## config.mk

```make
export PLATFORM = sky130hd
export DESIGN_NAME = mem_access_stage
export DESIGN_NICKNAME = d
export VERILOG_FILES = /design/src/rtl/mem_access_stage.sv
export SDC_FILE = /design/constraint.sdc
export NUM_CORES = 1
export LEC_CHECK = 0
export ABC_AREA = 1
export BUFFER_PORTS_ARGS = -buffer_cell sky130_fd_sc_hd__buf_2
export CAP_MARGIN = 20
export CORE_MARGIN = 5
export CORE_UTILIZATION = 56
export DETAILED_ROUTE_END_ITERATION = 8
export GPL_TIMING_DRIVEN = 0
export PLACE_DENSITY = 0.87
export SLEW_MARGIN = 15
export SYNTH_ARGS = -nofsm -noshare
export SYNTH_HDL_FRONTEND = slang
export SYNTH_SLANG_ARGS = --single-unit
```

## constraint.sdc

```tcl
create_clock -name clk -period 4.5 [get_ports clk]
set_input_delay 0.45 -clock clk [delete_from_list [all_inputs] [get_ports clk]]
set_output_delay 0.45 -clock clk [all_outputs]
set_load 0.02 [all_outputs]
```

## src/rtl/mem_access_stage.sv

```systemverilog
// rtl/mem_access_stage.sv - MEM pipeline stage: load tracking, alignment, response buffering and drop
module mem_access_stage #(
    parameter int DATA_W   = 32,
    parameter int PC_W     = 32,
    parameter int DROP_MAX = 3
) (
    input  logic              clk,
    input  logic              rst,

    // EX -> MEM
    input  logic              es_to_ms_valid,
    input  logic [PC_W-1:0]   es_pc,
    input  logic [DATA_W-1:0] es_alu_result,
    input  logic [4:0]        es_dest,
    input  logic              es_rf_we,
    input  logic [2:0]        es_mem_op,
    input  logic              es_req_issued,
    output logic              ms_allow_in,

    // data SRAM response
    input  logic              data_sram_data_ok,
    input  logic [DATA_W-1:0] data_sram_rdata,

    // control
    input  logic              ms_flush,

    // MEM -> WB
    input  logic              ws_allow_in,
    output logic              ms_to_ws_valid,
    output logic [PC_W-1:0]   ms_pc,
    output logic [4:0]        ms_dest,
    output logic              ms_rf_we,
    output logic [DATA_W-1:0] ms_final_result,

    // ID bypass
    output logic [4:0]        ms_fwd_dest,
    output logic [DATA_W-1:0] ms_fwd_data,
    output logic              ms_fwd_stall
);

    localparam int OFF_W = $clog2(DATA_W / 8);
    localparam int CNT_W = $clog2(DROP_MAX + 1);
    localparam logic [CNT_W-1:0] DROP_FULL = CNT_W'(DROP_MAX);

    localparam logic [2:0] OP_NONE  = 3'd0;
    localparam logic [2:0] OP_LB    = 3'd1;
    localparam logic [2:0] OP_LH    = 3'd2;
    localparam logic [2:0] OP_LW    = 3'd3;
    localparam logic [2:0] OP_LBU   = 3'd4;
    localparam logic [2:0] OP_LHU   = 3'd5;
    localparam logic [2:0] OP_LWU   = 3'd6;
    localparam logic [2:0] OP_STORE = 3'd7;

    // stage state
    logic              valid_q;
    logic [PC_W-1:0]   pc_q;
    logic [DATA_W-1:0] alu_q;
    logic [4:0]        dest_q;
    logic              rf_we_q;
    logic [2:0]        op_q;
    logic              wait_q;
    logic              buf_valid_q;
    logic [DATA_W-1:0] buf_data_q;
    logic [CNT_W-1:0]  drop_cnt_q;
    logic [CNT_W-1:0]  drop_cnt_d;

    // handshake terms
    logic own_ok;
    logic ready_go;
    logic allow_in;
    logic handoff;
    logic drop_inc;
    logic drop_dec;

    // A response belongs to the current instruction only once all
    // responses of cancelled loads have drained.
    assign own_ok   = data_sram_data_ok && (drop_cnt_q == '0);
    assign ready_go = !wait_q || own_ok || buf_valid_q;
    assign allow_in = (!valid_q || (ready_go && ws_allow_in)) && (drop_cnt_q != DROP_FULL);
    assign handoff  = valid_q && ready_go && ws_allow_in && !ms_flush;

    // A flushed load whose response is still in flight leaves one
    // orphan response behind; count it so it can be discarded later.
    assign drop_inc = ms_flush && valid_q && wait_q && !own_ok && (drop_cnt_q != DROP_FULL);
    assign drop_dec = data_sram_data_ok && (drop_cnt_q != '0);

    assign ms_allow_in    = allow_in;
    assign ms_to_ws_valid = valid_q && ready_go && !ms_flush;
    assign ms_pc          = pc_q;
    assign ms_dest        = dest_q;
    assign ms_rf_we       = valid_q && rf_we_q;
    assign ms_fwd_dest    = (valid_q && rf_we_q) ? dest_q : 5'd0;
    assign ms_fwd_data    = ms_final_result;
    assign ms_fwd_stall   = valid_q && wait_q && !own_ok;

    // load data extraction
    logic [DATA_W-1:0] raw;
    logic [OFF_W-1:0]  off;
    logic [7:0]        ld_byte;
    logic [15:0]       ld_half;
    logic [31:0]       ld_word;
    logic [DATA_W-1:0] load_val;

    assign raw     = buf_valid_q ? buf_data_q : data_sram_rdata;
    assign off     = alu_q[OFF_W-1:0];
    assign ld_byte = 8'(raw >> {off, 3'b000});
    assign ld_half = 16'(raw >> {off[OFF_W-1:1], 4'b0000});

    if (DATA_W == 64) begin : g_word64
        assign ld_word = 32'(raw >> {off[OFF_W-1], 5'b00000});
    end else begin : g_word32
        assign ld_word = raw[31:0];
    end

    // Select and extend the addressed field; non-loads pass the ALU result.
    always_comb begin
        load_val = alu_q;
        case (op_q)
            OP_LB:    load_val = DATA_W'($signed(ld_byte));
            OP_LBU:   load_val = DATA_W'(ld_byte);
            OP_LH:    load_val = DATA_W'($signed(ld_half));
            OP_LHU:   load_val = DATA_W'(ld_half);
            OP_LW:    load_val = DATA_W'($signed(ld_word));
            OP_LWU:   load_val = DATA_W'(ld_word);
            OP_NONE,
            OP_STORE: load_val = alu_q;
            default:  load_val = alu_q;
        endcase
    end

    assign ms_final_result = load_val;

    // Stage valid: loads from EX when the stage can accept, else a flush empties it.
    always_ff @(posedge clk) begin
        if (!rst) begin
            valid_q <= 1'b0;
        end else if (allow_in) begin
            valid_q <= es_to_ms_valid;
        end else if (ms_flush) begin
            valid_q <= 1'b0;
        end
    end

    // Stage payload captured with each accepted instruction.
    always_ff @(posedge clk) begin
        if (!rst) begin
            pc_q    <= '0;
            alu_q   <= '0;
            dest_q  <= '0;
            rf_we_q <= 1'b0;
            op_q    <= OP_NONE;
        end else if (allow_in && es_to_ms_valid) begin
            pc_q    <= es_pc;
            alu_q   <= es_alu_result;
            dest_q  <= es_dest;
            rf_we_q <= es_rf_we;
            op_q    <= es_mem_op;
        end
    end

    // Outstanding-request flag: set on accept of an issued request,
    // cleared by its own response or by a flush.
    always_ff @(posedge clk) begin
        if (!rst) begin
            wait_q <= 1'b0;
        end else if (allow_in) begin
            wait_q <= es_to_ms_valid && es_req_issued;
        end else if (ms_flush || own_ok) begin
            wait_q <= 1'b0;
        end
    end

    // Response buffer holds returned data while WB back-pressures.
    always_ff @(posedge clk) begin
        if (!rst) begin
            buf_valid_q <= 1'b0;
            buf_data_q  <= '0;
        end else if (ms_flush || handoff) begin
            buf_valid_q <= 1'b0;
        end else if (valid_q && wait_q && own_ok && !ws_allow_in) begin
            buf_valid_q <= 1'b1;
            buf_data_q  <= data_sram_rdata;
        end
    end

    // Orphan response counter; simultaneous increment and decrement cancel.
    always_comb begin
        drop_cnt_d = drop_cnt_q;
        if (drop_inc && !drop_dec) begin
            drop_cnt_d = drop_cnt_q + CNT_W'(1);
        end else if (drop_dec && !drop_inc) begin
            drop_cnt_d = drop_cnt_q - CNT_W'(1);
        end
    end

    // Drop counter register.
    always_ff @(posedge clk) begin
        if (!rst) begin
            drop_cnt_q <= '0;
        end else begin
            drop_cnt_q <= drop_cnt_d;
        end
    end

endmodule

```

==> flow_summary.toml <==
[outcome]
status = "finished clean"

[logic_synthesis]
synth_cells = 1179
yosys.cell_count.top_type = "nand2_1"
synth-seq-cells = 110
yosysTopAreaCell = "dfxtp_1"
synth_nets = 1292
synth_edf_count = 0
synth_cell_types = 27
synth_top_area_frac = 0.315
synthFlopType = "dfxtp_1"
yosys-top-cells-count = "nand2_1, inv_1, dfxtp_1, nor2_1, nand4_1"
syn_area_sq_um = 7000
syn_area_per_cell_sq_um = 5.94
async_flop_share = 0
yosysWarnings = 0
seq_area_frac_synth = 0.315
ys_top_cells_by_area = "dfxtp_1, nand2_1, inv_1, nand4_1, nor2_1"

[floorplan]
ioPinCount = 222
num_rows = 40
die_area_sq_um = 14800
core-area_sq_um = 12100
die_x_um = 122
dieHeight_um = 122
initial_utilization = 0.578

[pwr]
power.share.sequential = 0.354
p_sw_mw = 1.04
pwr-share-comb = 0.336
switching_share = 0.346
powerDensity_nw_per_um2 = 348
ir_drop_mv = 0.321
pwr-share-clk = 0.310
cellLeakagePower_nw = 5.07
p_int_mw = 1.97

[clocking]
cts_tree = "yes"
numCtsBuffers = 9
cts_root_buf = "clkbuf_16"
cts_resized = 0
numClockSinks = 110
post_cts_buffers = 0
cts.clk_slew.worst_paths_ns = 0.07
clk_latency_ns = 0.36
h-tree-depth = 3
clockBufferDepth = 2
holdBufCountCts = 0

[global_route]
groute.usage.overall = 0.294
grt_overflow = 0
grt_first_pass_wirelength_um = 35000
antenna_found_initial = 2
grt_max_degree = 18
grt_pass1_vias = 7409

[setup_path]
timing.rr.start = "drop_cnt_q[0]"
path_class = "register to primary output"
r2r-end = "drop_cnt_q[1]"
reg2reg_depth = 9
worstPathRequired_ns = 4.05
arrival_ns = 2.38
ff2ff_setup_slack_ns = 2.27
slowest_stage = "o21ai_0"
cp_slowest_stage_delay_ns = 0.50
cp-start-kind = "register"
crit_path_end_kind = "primary output"
critical_path.cell_chain = "buf_6 > o21ai_0 > nand2_1 > nand3_1 > nand2_1 > nand2_2 > buf_4 > nand2_1 > buf_4 > buf_2"
crit_top_cell = "nand2_1"
cp_max_fo = 10

[place]
place_inst = 1567
place_congestion = 0.946
io_buffers = 220
placed_area_sq_um = 8310
dp_hpwl_um = 17100

[sta]
setup_tns_ns = 0
timing_hold_violations_final = 0
hold_ws_ns = 0.389
fin_crit_sh = 0.629
grt_setup_unrepaired = "false"
finalClockSkew_ns = 0.00862
worst_pin_slew_ns = 0.694
min_period_ns = 2.83
clock.fmax_mhz = 353
slew_headroom = 0.532
setup_viol = 0
final_max_slew_viol_count = 0

[route]
antenna_left = 0
first_iter_violations = 777
routed_wl_um = 22300
num_vias = 8047
drt_pre_antenna_iters = 6
viasPerCell = 5.08
wl_per_cell_um = 14.1
post-route-drc-count = 0

[worst_hold_path]
holdPathStages = 3
hp-class = "input port to register"
holdCritStartpoint = "data_sram_rdata[5]"
worstHoldEndpoint = "buf_data_q[5]"

[finish]
final_nets = 1523
area_growth_pct = 23.7
instances_no_fill = 1583
antenna_cells = 0
fin_area_sq_um = 8660
drive_above_1_share = 0.234
post-route-util = 0.715

[flow_run]
drv_cap = 0
layer usage:
layer | wire length [um] | GRT usage | vias up
met4 | 802 | 0.122 | 2
met2 | 10100 | 0.487 | 485
met3 | 2770 | 0.0942 | 65
met1 | 8570 | 0.351 | 3488
li1 | - | - | 4007
met5 | 7 | 0 | -
through the flow:
stage	total power, mW	setup WS (ns)
floorplan	1.77	2.48
global placement	2.06	1.93
detailed placement	2.08	1.92
CTS	3.01	1.72
global route	3.16	1.49
finish	3.01	1.67
power groups by stage:
stage / Clock [mW] / Combinational, mW / Sequential (mW)
detailed placement: 0 / 0.997 / 1.09
floorplan: 0 / 0.649 / 1.12
finish: 0.935 / 1.01 / 1.06
global route: 0.981 / 1.10 / 1.07
global placement: 0 / 0.981 / 1.08
CTS: 0.940 / 1.00 / 1.06
area by class of cell:
cell class,instances,area [sq um]
fillers,1112,3450
multi-input cells,691,3090
flip-flops and latches,110,2200
repair buffers,220,1100
inverters,271,1020
plain buffers,107,688
clock buffers,11,243
well taps,168,210
clock inverters,5,106
worst max-delay path by stage:
stage | endpoint | slack (ns) | from
3_3_place_gp | ms_fwd_data[15] | 1.93 | data_sram_rdata[31]
6_report | ms_fwd_data[15] | 1.67 | buf_valid_q
5_1_grt | ms_fwd_data[17] | 1.49 | buf_valid_q
4_1_cts | ms_fwd_data[15] | 1.72 | buf_valid_q
2_1_floorplan | ms_fwd_data[3] | 2.48 | buf_valid_q
3_5_place_dp | ms_fwd_data[15] | 1.92 | data_sram_rdata[31]
worst max-delay path: cells and delay by family (launching register included):
family	cells	cell delay, ns
flip-flops	1	0.31
buffers and inverters	4	0.64
AO/OA/AOI/OAI	1	0.50
AND/OR/NAND/NOR	5	0.58
cells by family (layout without fill, tap and decap cells):
family,after synthesis,in the layout,share of synthesized area
AOI/OAI and AO/OA,155,155,0.117
DFF,110,110,0.315
and+or+nand+nor,535,535,0.323
buffers and inverters,378,614,0.244
adders and majority gates,1,1,0.00179
cells in the final DEF (no fill, tap or decap), drive strengths merged:
cell / instances
clkinv: 2
nor2: 109
nand3b: 4
ha: 1
nand4: 74
dfxtp: 110
buf: 294
o21ai: 81
bufinv: 3
a21oi: 46
nor3: 5
o22ai: 21
o211ai: 6
nand2: 322
and3: 1
a31oi: 1
inv: 270
nand3: 20
clkbuf: 44
clkinvlp: 1
registers in the layout, summed over array words and instances, names as in the netlist:
name and cells:
buf_valid_q 1, rf_we_q 1, op_q 3, wait_q 1, valid_q 1, alu_q 32
drop_cnt_q 2, ms_dest 5, ms_pc 32, buf_data_q 32
Note: power is estimated with default switching activity, not from simulation.
